--- src/rtl/vector_pkg.sv ---
// Shared definitions for the vector issue path.
// Provides the command opcode encoding, its width, and a helper that tells
// whether an opcode is executed by the lanes (elementwise ops) or not.
package vector_pkg;

  localparam int unsigned OpW = 3;

  // Codes 5-7 are illegal and complete without touching the register file.
  typedef enum logic [OpW-1:0] {
    OpVadd  = 3'd0,
    OpVsub  = 3'd1,
    OpVmul  = 3'd2,
    OpVsadd = 3'd3,
    OpVread = 3'd4
  } vec_op_e;

  // True for opcodes that stream beats through the lanes with write-back.
  function automatic logic op_is_lane(logic [OpW-1:0] op);
    return op <= OpVsadd;
  endfunction

endpackage

--- src/rtl/vector_beat_counter.sv ---
// Beat counter for the vector issue controller.
// Ports:
//   clk_i, reset_i : clock, asynchronous active-high reset
//   clr_i          : force the count to zero (dominates inc_i)
//   inc_i          : advance one beat, wrapping after the last beat
//   beat_o         : current beat index
//   last_o         : current beat is the final beat of a vector
module vector_beat_counter #(
  parameter int unsigned beats_p = 4,
  localparam int unsigned beat_w = $clog2(beats_p)
) (
  input  logic              clk_i,
  input  logic              reset_i,
  input  logic              clr_i,
  input  logic              inc_i,
  output logic [beat_w-1:0] beat_o,
  output logic              last_o
);

  logic [beat_w-1:0] beat_q, beat_d;

  assign last_o = (beat_q == beat_w'(beats_p - 1));
  assign beat_o = beat_q;

  always_comb begin
    beat_d = beat_q;
    if (clr_i) begin
      beat_d = '0;
    end else if (inc_i) begin
      // Explicit wrap so non-power-of-two beat counts behave.
      beat_d = last_o ? '0 : beat_q + 1'b1;
    end
  end

  always_ff @(posedge clk_i or posedge reset_i) begin
    if (reset_i) begin
      beat_q <= '0;
    end else begin
      beat_q <= beat_d;
    end
  end

endmodule

--- src/rtl/vector_issue_ctrl.sv ---
// Vector issue controller.
// Accepts one command at a time, then either streams every beat of source
// vectors A/B to the lanes with one-cycle-delayed write-back to C, or reads
// vector A out beat by beat through a valid/yumi handshake.
// Ports:
//   clk_i, reset_i                     : clock, asynchronous active-high reset
//   v_i/ready_o, op_i, addr*_i, scalar_i : command handshake and operands
//   rf_rd_*                            : register-file read strobe/address/beat/data
//   lane_op_o, lane_scalar_o           : latched opcode and scalar for the lanes
//   rf_wr_*                            : register-file write strobe/address/beat
//   done_o                             : one-cycle completion pulse
//   r_data_o/v_o/yumi_i                : read-out data stream
module vector_issue_ctrl
  import vector_pkg::*;
#(
  parameter int unsigned els_p   = 32,
  parameter int unsigned vlen_p  = 8,
  parameter int unsigned vdw_p   = 8,
  parameter int unsigned lanes_p = 2,
  localparam int unsigned addr_w = $clog2(els_p),
  localparam int unsigned beats  = vlen_p / lanes_p,
  localparam int unsigned beat_w = $clog2(beats),
  localparam int unsigned data_w = lanes_p * vdw_p
) (
  input  logic              clk_i,
  input  logic              reset_i,
  input  logic              v_i,
  output logic              ready_o,
  input  logic [OpW-1:0]    op_i,
  input  logic [addr_w-1:0] addrA_i,
  input  logic [addr_w-1:0] addrB_i,
  input  logic [addr_w-1:0] addrC_i,
  input  logic [vdw_p-1:0]  scalar_i,
  output logic              rf_rd_v_o,
  output logic [addr_w-1:0] rf_rd_addrA_o,
  output logic [addr_w-1:0] rf_rd_addrB_o,
  output logic [beat_w-1:0] rf_rd_beat_o,
  input  logic [data_w-1:0] rf_rd_data_i,
  output logic [OpW-1:0]    lane_op_o,
  output logic [vdw_p-1:0]  lane_scalar_o,
  output logic              rf_wr_v_o,
  output logic [addr_w-1:0] rf_wr_addr_o,
  output logic [beat_w-1:0] rf_wr_beat_o,
  output logic              done_o,
  output logic [data_w-1:0] r_data_o,
  output logic              v_o,
  input  logic              yumi_i
);

  typedef enum logic [2:0] {
    StIdle, StExec, StWbLast, StRdReq, StRdCap, StRdOut, StDone
  } state_e;

  state_e              state_q;
  logic                ready_q, rd_v_q, wr_v_q, done_q, v_q;
  logic [OpW-1:0]      op_q;
  logic [vdw_p-1:0]    scalar_q;
  logic [addr_w-1:0]   addr_a_q, addr_b_q, addr_c_q;
  logic [beat_w-1:0]   wr_beat_q;
  logic [data_w-1:0]   r_data_q;

  logic                cnt_clr, cnt_inc, beat_last;
  logic [beat_w-1:0]   beat;

  always_comb begin
    cnt_inc = (state_q == StExec) || ((state_q == StRdOut) && yumi_i);
    cnt_clr = (state_q == StWbLast) || ((state_q == StRdOut) && yumi_i && beat_last);
  end

  vector_beat_counter #(
    .beats_p (beats)
  ) u_beat_cnt (
    .clk_i   (clk_i),
    .reset_i (reset_i),
    .clr_i   (cnt_clr),
    .inc_i   (cnt_inc),
    .beat_o  (beat),
    .last_o  (beat_last)
  );

  // Strobes are registered on the transition into the state that owns them,
  // so they never depend combinationally on inputs.
  always_ff @(posedge clk_i or posedge reset_i) begin
    if (reset_i) begin
      state_q   <= StIdle;
      ready_q   <= 1'b1;
      rd_v_q    <= 1'b0;
      wr_v_q    <= 1'b0;
      done_q    <= 1'b0;
      v_q       <= 1'b0;
      op_q      <= '0;
      scalar_q  <= '0;
      addr_a_q  <= '0;
      addr_b_q  <= '0;
      addr_c_q  <= '0;
      wr_beat_q <= '0;
      r_data_q  <= '0;
    end else begin
      unique case (state_q)
        StIdle: begin
          if (v_i) begin
            op_q     <= op_i;
            scalar_q <= scalar_i;
            addr_a_q <= addrA_i;
            addr_b_q <= addrB_i;
            addr_c_q <= addrC_i;
            ready_q  <= 1'b0;
            if (op_is_lane(op_i)) begin
              state_q <= StExec;
              rd_v_q  <= 1'b1;
            end else if (op_i == OpVread) begin
              state_q <= StRdReq;
              rd_v_q  <= 1'b1;
            end else begin
              state_q <= StDone;
              done_q  <= 1'b1;
            end
          end
        end
        StExec: begin
          // Write-back trails the read by one cycle, so C may alias A or B.
          wr_v_q    <= 1'b1;
          wr_beat_q <= beat;
          if (beat_last) begin
            state_q <= StWbLast;
            rd_v_q  <= 1'b0;
          end
        end
        StWbLast: begin
          wr_v_q  <= 1'b0;
          done_q  <= 1'b1;
          state_q <= StDone;
        end
        StRdReq: begin
          rd_v_q  <= 1'b0;
          state_q <= StRdCap;
        end
        StRdCap: begin
          r_data_q <= rf_rd_data_i;
          v_q      <= 1'b1;
          state_q  <= StRdOut;
        end
        StRdOut: begin
          if (yumi_i) begin
            v_q <= 1'b0;
            if (beat_last) begin
              done_q  <= 1'b1;
              state_q <= StDone;
            end else begin
              rd_v_q  <= 1'b1;
              state_q <= StRdReq;
            end
          end
        end
        StDone: begin
          done_q  <= 1'b0;
          ready_q <= 1'b1;
          state_q <= StIdle;
        end
        default: begin
          state_q <= StIdle;
          ready_q <= 1'b1;
          rd_v_q  <= 1'b0;
          wr_v_q  <= 1'b0;
          done_q  <= 1'b0;
          v_q     <= 1'b0;
        end
      endcase
    end
  end

  assign ready_o       = ready_q;
  assign rf_rd_v_o     = rd_v_q;
  assign rf_rd_addrA_o = addr_a_q;
  assign rf_rd_addrB_o = addr_b_q;
  assign rf_rd_beat_o  = beat;
  assign lane_op_o     = op_q;
  assign lane_scalar_o = scalar_q;
  assign rf_wr_v_o     = wr_v_q;
  assign rf_wr_addr_o  = addr_c_q;
  assign rf_wr_beat_o  = wr_beat_q;
  assign done_o        = done_q;
  assign r_data_o      = r_data_q;
  assign v_o           = v_q;

endmodule

--- config.mk ---
export PLATFORM = sky130hd
export DESIGN_NAME = vector_issue_ctrl
export DESIGN_NICKNAME = d
export VERILOG_FILES = /design/src/rtl/vector_pkg.sv /design/src/rtl/vector_beat_counter.sv /design/src/rtl/vector_issue_ctrl.sv
export SDC_FILE = /design/constraint.sdc
export NUM_CORES = 1
export LEC_CHECK = 0
export BUFFER_PORTS_ARGS = -buffer_cell sky130_fd_sc_hd__buf_2
export CAP_MARGIN = 20
export CORE_MARGIN = 8
export CORE_UTILIZATION = 53
export CTS_BUF_LIST = sky130_fd_sc_hd__clkbuf_4
export DETAILED_ROUTE_END_ITERATION = 16
export GPL_ROUTABILITY_DRIVEN = 0
export PLACE_DENSITY = 0.87
export SLEW_MARGIN = 25
export SYNTH_ARGS = -nofsm -noshare
export SYNTH_HDL_FRONTEND = slang
export SYNTH_HIERARCHICAL = 1
export SYNTH_SLANG_ARGS = --single-unit
--- constraint.sdc ---
create_clock -name clk_i -period 2.45 [get_ports clk_i]
set_input_delay 0 -clock clk_i [delete_from_list [all_inputs] [get_ports clk_i]]
set_output_delay 0 -clock clk_i [all_outputs]
set_load 0.03 [all_outputs]
==> results of run 1 <==
[cell usage after synthesis, drive strengths merged]
cell,number
a211oi,1
a21boi,1
a21o,1
a21oi,7
a221oi,1
a22oi,1
a2bb2oi,1
and2,1
buf,7
clkbuf,2
dfrtp,53
dfstp,1
ha,1
inv,4
mux2,44
mux2i,1
nand2,6
nand2b,3
nand3,2
nand4b,1
nor2,6
nor2b,3
nor3,1
nor4b,1
o21a,1
o21ai,9
o21bai,1
o22a,1
o31ai,1
o41ai,1
or3b,1
or4,1
xor2,1
[layer usage]
metal  wire, um  track usage, %  up-vias
met2       3511           33.95       72
met1       2737           21.31      922
met3        507           8.008        8
li1           -               -      878
met4         68           6.230        0
met5          0               0        -
[layout make-up]
type / count / area (um^2) / share of cell area (%)
diodes: 3 / 7.507 / 0.2210
multi-input cells: 100 / 943.4 / 27.77
well taps: 52 / 65.06 / 1.915
inverters: 4 / 17.52 / 0.5157
clock buffers: 5 / 37.54 / 1.105
clock inverters: 3 / 20.02 / 0.5893
repair buffers: 144 / 953.4 / 28.07
flip-flops and latches: 54 / 1353 / 39.82
[cell families (layout without fill, tap and decap cells)]
kind of cell | count (synthesis) | count (layout) | synth area share [%]
flip-flops | 54 | 54 | 56.95
multiplexers | 45 | 45 | 24.45
AO/OA/AOI/OAI | 27 | 27 | 7.482
AND/OR/NAND/NOR | 26 | 26 | 6.903
buffers and inverters | 13 | 156 | 3.319
adder cells (fa/ha/maj) | 1 | 1 | 0.5268
XOR/XNOR | 1 | 1 | 0.3689
other | 0 | 3 | 0
[repair_timing]
item / 4_1_cts / 5_1_grt
hold buffers: 45 / 0
hold endpoints to repair: 97 / 0
gates resized for setup: 0 / 0
[worst min-delay path by stage]
| stage | from | endpoint | slack, ps | cells after the start |
|---|---|---|---|---|
| 3_5_place_dp | reset_i | u_beat_cnt/beat_o[0] | -110 | 2 |
| 4_1_cts | v_i | ready_o | 90 | 4 |
| 2_1_floorplan | reset_i | u_beat_cnt/beat_o[0] | -260 | 1 |
| 3_3_place_gp | reset_i | u_beat_cnt/beat_o[1] | -140 | 2 |
| 5_1_grt | v_i | ready_o | 110 | 4 |
| 6_report | v_i | ready_o | 110 | 4 |
[cell usage in the layout (no fill, tap or decap), types with 5 or more instances in the layout]
| cell type | instances |
|---|---|
| o21ai_0 | 9 |
| mux2_4 | 20 |
| dlygate4sd3_1 | 45 |
| a21oi_1 | 6 |
| dfrtp_1 | 53 |
| nand2_1 | 6 |
| mux2_2 | 24 |
| clkbuf_4 | 5 |
| buf_2 | 96 |
| nor2_1 | 6 |
[report_power, final]
group,switching [mW],internal (mW)
Combinational,1.58,1.08
Sequential,0.363,1.34
Clock,0.296,0.113
[critical path, cell delays in order, from the launching register on]
cell and delay, ps:
dfrtp_1 670, nor4b_4 380, buf_4 450, a221oi_2 90, o41ai_1 390
[metrics by stage]
step                      utilization, %  hold WS (ps)
after CTS                          78.39         85.80
after detailed placement           66.64        -114.6
after floorplan                        -        -258.8
final                              78.56         105.5
after global routing               78.56         112.6
after global placement             66.58        -135.6
[registers in the layout, summed over array words and instances, names as in the netlist]
register	cells
rf_wr_addr_o	5
rf_rd_v_o	1
done_o	1
u_beat_cnt/beat_o	2
ready_o	1
rf_rd_addrA_o	5
lane_op_o	3
rf_wr_v_o	1
rf_wr_beat_o	2
rf_rd_addrB_o	5
r_data_o	16
state_q	3
v_o	1
lane_scalar_o	8
==> summary.md, run 1 <==
| Metric | Value |
|---|---|
| Status | completed |
| I/O pins | 97 |
| Setup ws final | 361.1 ps |
| Overall power | 4.769 mW |
| Synthesis Warnings | 6 |
| Final HPWL DP | 3991 um |
| Final setup fails | 0 |
| Initial core utilization | 54.92% |
| First-pass GRT wire length | 11,000 um |
| Pre-CTS setup slack | 509.4 ps |
| Worst vdd ir | 1068 uV |
| Fin Setup TNS | 0 ps |
| Synthesized cell area | 2375 um^2 |
| Max Freq | approximately 0.48 GHz |
| Clk pin slew, worst setup/hold paths | 160 ps |
| Initial antenna violation count | 2 |
| RSZ-0062 raised after global routing | no |
| DR iter-0 viols | 141 |
| Gate count after technology mapping | 167 |
| Period utilisation layout | 85.26% |
| Placed Cells incl. Taps | ~300 |
| First-pass DRT Iterations | 4 |
| Slew HR | 52.49% |
| Synth cell types | 37 |
| Syn Nets | 214 |
| Reg2reg path depth | 4 |
| Share of layout cells above drive strength 1 | 50.32% |
| CP endpoint kind | flip-flop |
| Core outline area | 4324 um^2 |
| Setup CP Type | flip-flop to flip-flop |
| Critical Path RT | 2720 ps |
| Number of global-route vias before repair | 2,091 |
| Reg2Reg Setup Slack | 360 ps |
| Synthesized area per cell | 14.22 um^2 |
| Crit. Startpoint | state_q[0] |
| H-tree Lvls | 2 |
| Avg WL per Cell | 18.69 um |
| Post-CTS Setup Bufs | 0 |
| Critical Path AT | 2360 ps |
| Routed via count | 1,880 |
| Total Routing Usage GR | 19.66% |
| Seq cells post-synth | 54 |
| Num CTS Buffers | 5 |
| Final Instance Count excl. Fillers | 365 |
| Worst Setup EP | rf_rd_v_o |
| R2R Path End | rf_rd_v_o |
| Via density | 5.151 |
| Crit path time final | 2089 ps |
| CTS tree | yes |
| Post-synthesis sequential area ratio | 56.95% |
| Die area | 6879 um^2 |
| Total of max-cap violations | 0 |
| Yosys top cell area share | 55.85% |
| P_leak | 1.647 nW |
| Worst setup SP type | flip-flop |
| Clock buffer depth | 2 |
| Fin area | between 3000 and 4000 um^2 |
| Detail Route Antenna Nets | 0 |
| Port-buffer cells | 96 |
| Top cells by area, synth | dfrtp_1, mux2_4, mux2_2 |
| Area growth from synthesis to layout | 43.05% |
| # rows | 24 |
| Dpl cell area | 2882 um^2 |
| Hold crit path type | primary input to flip-flop |
| Clk Latency, worst-skew pair | roughly 380 ps |
| Clock tree sinks | 54 |
| CP max FO | 27 |
| Yosys top cell by area | dfrtp_1 |
| Max-slew violations | 0 |
| Final Hold Fails | 0 |
| Clock root buffer | clkbuf_4 |
| Chip Height | 82.94 um |
| Worst Clk Skew | 4.401 ps |
| Post-route DRC | 0 |
| Final wirelength | 6823 um |
| Power density over the cells | approximately 1400 nW/um^2 |
| GRT Residual Overflow | 0 |
| NumNets Final | 356 |
| Worst r2r src | state_q[0] |
| Pin count of the biggest net entering global routing | 53 |
| Die W | 82.94 um |
| Filler instances | 277 |
| Worst-Margin Slew | 712.6 ps |
No activity file was read; power rests on OpenSTA's default activity.
==> run 2: changes to the inputs <==
--- a/config.mk
+++ b/config.mk
@@ -5,14 +5,14 @@
 export SDC_FILE = /design/constraint.sdc
 export NUM_CORES = 1
 export LEC_CHECK = 0
-export BUFFER_PORTS_ARGS = -buffer_cell sky130_fd_sc_hd__buf_2
 export CAP_MARGIN = 20
 export CORE_MARGIN = 8
-export CORE_UTILIZATION = 53
+export CORE_UTILIZATION = 55
 export CTS_BUF_LIST = sky130_fd_sc_hd__clkbuf_4
 export DETAILED_ROUTE_END_ITERATION = 16
+export DONT_BUFFER_PORTS = 1
 export GPL_ROUTABILITY_DRIVEN = 0
-export PLACE_DENSITY = 0.87
+export PLACE_DENSITY = 0.7
 export SLEW_MARGIN = 25
 export SYNTH_ARGS = -nofsm -noshare
 export SYNTH_HDL_FRONTEND = slang
==> summary.md, run 2 (synthesis gave the netlist of run 1 again) <==
| Metric | Value |
|---|---|
| Status | completed (unchanged) |
| Fin area | 2927 um^2 (was 3397 um^2) |
| Hold path cells | 4 (unchanged) |
| Final core occ | 68.63% (was 78.56%) |
| Initial core utilization | 55.69% (was 54.92%) |
| Max-slew violations | 0 (unchanged) |
| Total Routing Usage GR | 16.32% (was 19.66%) |
| Worst-Margin Slew | 846.3 ps (was 712.6 ps) |
| DR iter-0 viols | 124 (was 141) |
| Hold_sp | yumi_i (was v_i) |
| Hold crit path type | primary input to flip-flop (unchanged) |
| Power density over the cells | 1452 nW/um^2 (was 1404 nW/um^2) |
| Crit path time final | 1886 ps (was 2089 ps) |
| Reg2reg path depth | 4 (unchanged) |
| Clock root buffer | clkbuf_4 (unchanged) |
| Setup CP Type | flip-flop to flip-flop (unchanged) |
| GRT Residual Overflow | 0 (unchanged) |
| Port-buffer cells | 0 (was 96) |
| Logic gate share of total power | 30.6% (was 55.7%) |
| Clk Latency, worst-skew pair | 350 ps (was 380 ps) |
| Avg WL per Cell | 19.73 um (was 18.69 um) |
| Initial antenna violation count | 0 (was 2) |
| Critical Path RT | 2700 ps (was 2720 ps) |
| H-tree Lvls | 2 (unchanged) |
| Dpl cell area | 2406 um^2 (was 2882 um^2) |
| Final Hold Fails | 0 (unchanged) |
| First-pass GRT wire length | 8314 um (was 11,000 um) |
| WHS | 25.17 ps (was 105.5 ps) |
| CP endpoint kind | flip-flop (unchanged) |
| Commonest non-fill, non-tap cell in the layout | dfrtp_1 (was buf_2) |
| Post-CTS Setup Bufs | 0 (unchanged) |
| Worst Clk Skew | 9.939 ps (was 4.401 ps) |
| Clock buffer depth | 2 (unchanged) |
| Placed Cells incl. Taps | 214 (was 309) |
| CTS tree | yes (unchanged) |
| Number of global-route vias before repair | 1,590 (was 2,091) |
| P_leak | 1.279 nW (was 1.647 nW) |
| Largest register FFs | 16 (unchanged) |
| # rows | 24 (unchanged) |
| Final wirelength | 5287 um (was 6823 um) |
| Clock power frac | 8.8% (was 8.6%) |
| I/O pins | 97 (unchanged) |
| Internal Power | 2.239 mW (was 2.533 mW) |
| Total of max-cap violations | 0 (unchanged) |
| Critical Path AT | 2130 ps (was 2360 ps) |
| Clock tree sinks | 54 (unchanged) |
| Worst vdd ir | 831.0 uV (was 1068 uV) |
| Switch Pwr | 2.009 mW (was 2.236 mW) |
| Chip Height | 81.71 um (was 82.94 um) |
| Post-route DRC | 0 (unchanged) |
| Register share of total power | 60.6% (was 35.7%) |
| Commonest cells after routing, fill and taps aside | dfrtp_1, dlygate4sd3_1, mux2_2 (was buf_2, dfrtp_1, dlygate4sd3_1) |
| Via density | 5.582 (was 5.151) |
| Detail Route Antenna Nets | 0 (unchanged) |
| Num CTS Buffers | 5 (unchanged) |
| Sw Ratio | 47.30% (was 46.88%) |
| Slew HR | 43.51% (was 52.49%) |
| Final setup fails | 0 (unchanged) |
| RSZ-0062 raised after global routing | no (unchanged) |
| Pin count of the biggest net entering global routing | 53 (unchanged) |
| NumNets Final | 262 (was 356) |
| Hold path endpoint | state_q[1] (was ready_o) |
| Reg2Reg Setup Slack | 560 ps (was 360 ps) |
| Worst setup SP type | flip-flop (unchanged) |
| Area growth from synthesis to layout | 23.24% (was 43.05%) |
| Worst r2r src | state_q[2] (was state_q[0]) |
| Die area | 6677 um^2 (was 6879 um^2) |
| CP max FO | 17 (was 27) |
| Core outline area | 4264 um^2 (was 4324 um^2) |
| Fin Setup TNS | 0 ps (unchanged) |
| Final HPWL DP | 3592 um (was 3991 um) |
| Die W | 81.71 um (was 82.94 um) |
| Share of layout cells above drive strength 1 | 28.70% (was 50.32%) |
| Routed via count | 1,496 (was 1,880) |
| N_diodes | 0 (was 3) |
| Clk pin slew, worst setup/hold paths | 140 ps (was 160 ps) |
| First-pass DRT Iterations | 4 (unchanged) |
| Max Freq | 0.5302 GHz (was 0.4787 GHz) |
| R2R Path End | r_data_o[15] (was rf_rd_v_o) |
| Period utilisation layout | 76.98% (was 85.26%) |
| Final Instance Count excl. Fillers | 268 (was 365) |
run 2: per-layer routing:
layer / wire (um) / global-route usage [%]
met2: 2684 / 25.38
met5: 0 / 0
met1: 1911 / 19.50
met3: 619 / 8.206
met4: 71 / 4.912
run 2: area by class of cell:
type	instances	area [um^2]
Sequential cell	54	1353
Tap cell	52	65.06
Multi-Input combinational cell	100	943.4
Fill cell	287	1338
Clock inverter	2	13.76
Inverter	4	16.27
Clock buffer	6	45.04
Timing Repair Buffer	50	490.5
run 2: worst max-delay path by stage:
stage                          from      endpoint  slack [ps]  cells after the start
2_1_floorplan  u_beat_cnt/beat_o[0]    state_q[0]         710                      5
3_3_place_gp   u_beat_cnt/beat_o[0]    state_q[0]         630                      5
3_5_place_dp   u_beat_cnt/beat_o[0]    state_q[0]         580                      5
4_1_cts                  state_q[2]  r_data_o[10]         560                      4
5_1_grt                  state_q[2]  r_data_o[13]         390                      4
6_report                 state_q[2]  r_data_o[15]         560                      4
run 2: critical path: stages (launching register included):
cell     delay (ps)
dfrtp_1         700
inv_1           290
nor3_4          170
buf_4           250
mux2_2          360
run 2: timing repair:
item	CTS	global route
gates resized for setup	0	0
hold buffers	46	0
endpoints found under the setup margin	0	0
endpoints found under the hold margin	101	0
run 2: power by group through the flow:
stage          Sequential [mW]  Combinational [mW]  Clock, mW
6_report                  2.57                1.30      0.374
5_1_grt                   2.65                1.43      0.443
4_1_cts                   2.58                1.31      0.390
3_5_place_dp              2.59                1.25          0
3_3_place_gp              2.58                1.19          0
2_1_floorplan             2.42                1.16          0
run 2: stage by stage:
| step | total power, mW | setup slack (ps) |
|---|---|---|
| after floorplan | 3.582 | 713.7 |
| after global placement | 3.772 | 629.2 |
| after detailed placement | 3.846 | 577.7 |
| after CTS | 4.286 | 564.2 |
| after global routing | 4.517 | 394.8 |
| final | 4.248 | 563.9 |
==> run 3: changes to the inputs <==
--- a/config.mk
+++ b/config.mk
@@ -12,7 +12,7 @@
 export DETAILED_ROUTE_END_ITERATION = 16
 export DONT_BUFFER_PORTS = 1
 export GPL_ROUTABILITY_DRIVEN = 0
-export PLACE_DENSITY = 0.7
+export PLACE_DENSITY = 0.73
 export SLEW_MARGIN = 25
 export SYNTH_ARGS = -nofsm -noshare
 export SYNTH_HDL_FRONTEND = slang
==> constraint.sdc (replaced) <==
create_clock -name clk_i -period 1.5 [get_ports clk_i]
set_input_delay 0 -clock clk_i [delete_from_list [all_inputs] [get_ports clk_i]]
set_output_delay 0 -clock clk_i [all_outputs]
set_load 0.03 [all_outputs]
==> summary.md, run 3 (synthesis gave the netlist of run 1 again) <==
| Metric | Value |
|---|---|
| Status | finished, violations left (was completed) |
| Overall power | 7.375 mW (was 4.248 mW) |
| Clk pin slew, worst setup/hold paths | 150 ps (was 140 ps) |
| Global Route met2 Usage | 26.81% (was 25.38%) |
| Final wirelength | 5429 um (was 5287 um) |
| Total Routing Usage GR | 16.52% (was 16.32%) |
| Final Instance Count excl. Fillers | 281 (was 268) |
| I/O pins | 97 (unchanged) |
| Placed Cells incl. Taps | 225 (was 214) |
| NumNets Final | 275 (was 262) |
| N_diodes | 0 (unchanged) |
| Slowest stage delay, CP | 440 ps (was 700 ps) |
| Post-route DRC | 0 (unchanged) |
| CP max FO | 27 (was 17) |
| First-pass GRT wire length | 8500 um (was 8314 um) |
| P_leak | 1.360 nW (was 1.279 nW) |
| Pin count of the biggest net entering global routing | 53 (unchanged) |
| # rows | 24 (unchanged) |
| Slew HR | 70.47% (was 43.51%) |
| Worst setup SP type | flip-flop (unchanged) |
| Final HPWL DP | 3720 um (was 3592 um) |
| Clk Latency, worst-skew pair | 370 ps (was 350 ps) |
| GRT Residual Overflow | 0 (unchanged) |
| Final Hold Fails | 0 (unchanged) |
| Pre-CTS setup slack | -0.3233 ps (was 577.7 ps) |
| Period utilisation layout | 100.8% (was 76.98%) |
| Max-slew violations | 0 (unchanged) |
| Die area | 6677 um^2 (unchanged) |
| Met3 Resource Use GR | 7.221% (was 8.206%) |
| Violated checks | setup timing |
| CP endpoint kind | flip-flop (unchanged) |
| Grt peak-use layer | met2 (unchanged) |
| Number of global-route vias before repair | 1,603 (was 1,590) |
| Worst-Margin Slew | 438.3 ps (was 846.3 ps) |
| Worst Clk Skew | 5.044 ps (was 9.939 ps) |
| Core outline area | 4264 um^2 (unchanged) |
| Clock buffer depth | 2 (unchanged) |
| Critical Path RT | 1760 ps (was 2700 ps) |
| Num CTS Buffers | 5 (unchanged) |
| DR iter-0 viols | 87 (was 124) |
| Initial antenna violation count | 0 (unchanged) |
| Power density over the cells | 2377 nW/um^2 (was 1452 nW/um^2) |
| Crit-path slowest cell | dfrtp_1 (unchanged) |
| Die W | 81.71 um (unchanged) |
| Crit path time final | 1512 ps (was 1886 ps) |
| Critical Path AT | 1780 ps (was 2130 ps) |
| Commonest cells after routing, fill and taps aside | dfrtp_1, dlygate4sd3_1, mux2_2 (unchanged) |
| Port-buffer cells | 0 (unchanged) |
| GRT met1 Usage | 19.70% (was 19.50%) |
| Max Freq | 0.6613 GHz (was 0.5302 GHz) |
| Share of layout cells above drive strength 1 | 36.24% (was 28.70%) |
| Total of max-cap violations | 0 (unchanged) |
| Area growth from synthesis to layout | 30.66% (was 23.24%) |
| Clock root buffer | clkbuf_4 (unchanged) |
| Chip Height | 81.71 um (unchanged) |
| First-pass DRT Iterations | 4 (unchanged) |
| Avg WL per Cell | 19.32 um (was 19.73 um) |
| Commonest non-fill, non-tap cell in the layout | dfrtp_1 (unchanged) |
| CTS tree | yes (unchanged) |
| Setup ws final | -12.23 ps (was 563.9 ps) |
| Setup CP Type | flip-flop to flip-flop (unchanged) |
| Reg2Reg Setup Slack | -10 ps (was 560 ps) |
| Clock tree sinks | 54 (unchanged) |
| Hold crit path type | primary input to flip-flop (unchanged) |
| Detail Route Antenna Nets | 0 (unchanged) |
| CP Cell Sequence | nor4b_4 > buf_12 > a221oi_2 > o41ai_1 (was inv_1 > nor3_4 > buf_4 > mux2_2) |
| Routed via count | 1,538 (was 1,496) |
| Initial core utilization | 55.69% (unchanged) |
| Worst vdd ir | 1339 uV (was 831.0 uV) |
| Final core occ | 72.77% (was 68.63%) |
| Via density | 5.473 (was 5.582) |
| H-tree Lvls | 2 (unchanged) |
| RSZ-0062 raised after global routing | yes (was no) |
| Fin Setup TNS | -22.04 ps (was 0 ps) |
| Final setup fails | 4 (was 0) |
| Largest register FFs | 16 (unchanged) |
-- run 3: cell types whose count changed in the layout (fill, tap and decap cells not counted), moves of 2 or more --
cell / delta
buf_4: +9
dfrtp_2: +2
buf_12: +3
dfrtp_1: -2
inv_2: +2
-- run 3: through the flow --
step	hold slack (ps)	cell area, um^2
6_report	89.28	3103
3_3_place_gp	-255.6	2544
5_1_grt	95.43	3103
3_5_place_dp	-253.5	2544
2_1_floorplan	-258.8	2409
4_1_cts	0.1976	3055
-- run 3: power by group --
| part | switching [mW] | internal [mW] | total [mW] |
|---|---|---|---|
| Sequential | 1.93 | 2.18 | 4.11 |
| Clock | 0.442 | 0.185 | 0.627 |
| Combinational | 1.07 | 1.57 | 2.64 |
-- run 3: timing repair --
action / CTS / global route
hold endpoints to repair: 102 / 1
setup buffers: 0 / 2
gates resized for setup: 1 / 6
endpoints found under the setup margin: 4 / 28
cloned: 0 / 0
hold buffers: 45 / 1
-- run 3: layer usage --
| metal | vias up | part of all wire (%) |
|---|---|---|
| met4 | 0 | 1.3 |
| met5 | - | 0 |
| met2 | 63 | 52 |
| met3 | 8 | 9.8 |
| li1 | 711 | - |
| met1 | 756 | 37 |
-- run 3: final cells by class --
type	instances	area, um^2
fill	277	1161
multi-input combinational	100	982.2
inverter	4	15.01
clock inverter	3	18.77
timing repair buffer	63	629.4
sequential	54	1355
tap	52	65.06
clock buffer	5	37.54
-- run 3: worst paths after layout --
check                            from              endpoint  depth (start not counted)
max                        state_q[2]             rf_rd_v_o                          4
min                               v_i            state_q[1]                          4
max reg2reg                state_q[2]             rf_rd_v_o                          4
min reg2reg                   ready_o               ready_o                          1
max in group asynchronous     reset_i  u_beat_cnt/beat_o[0]                          3
min in group asynchronous     reset_i                   v_o                          3
-- run 3: worst max-delay path: cells and delay by family, from the launching register on --
| kind | cells | cell delay [ps] |
|---|---|---|
| AO/OA/AOI/OAI | 2 | 380 |
| buffers and inverters | 1 | 250 |
| flip-flops | 1 | 440 |
| AND/OR/NAND/NOR | 1 | 330 |
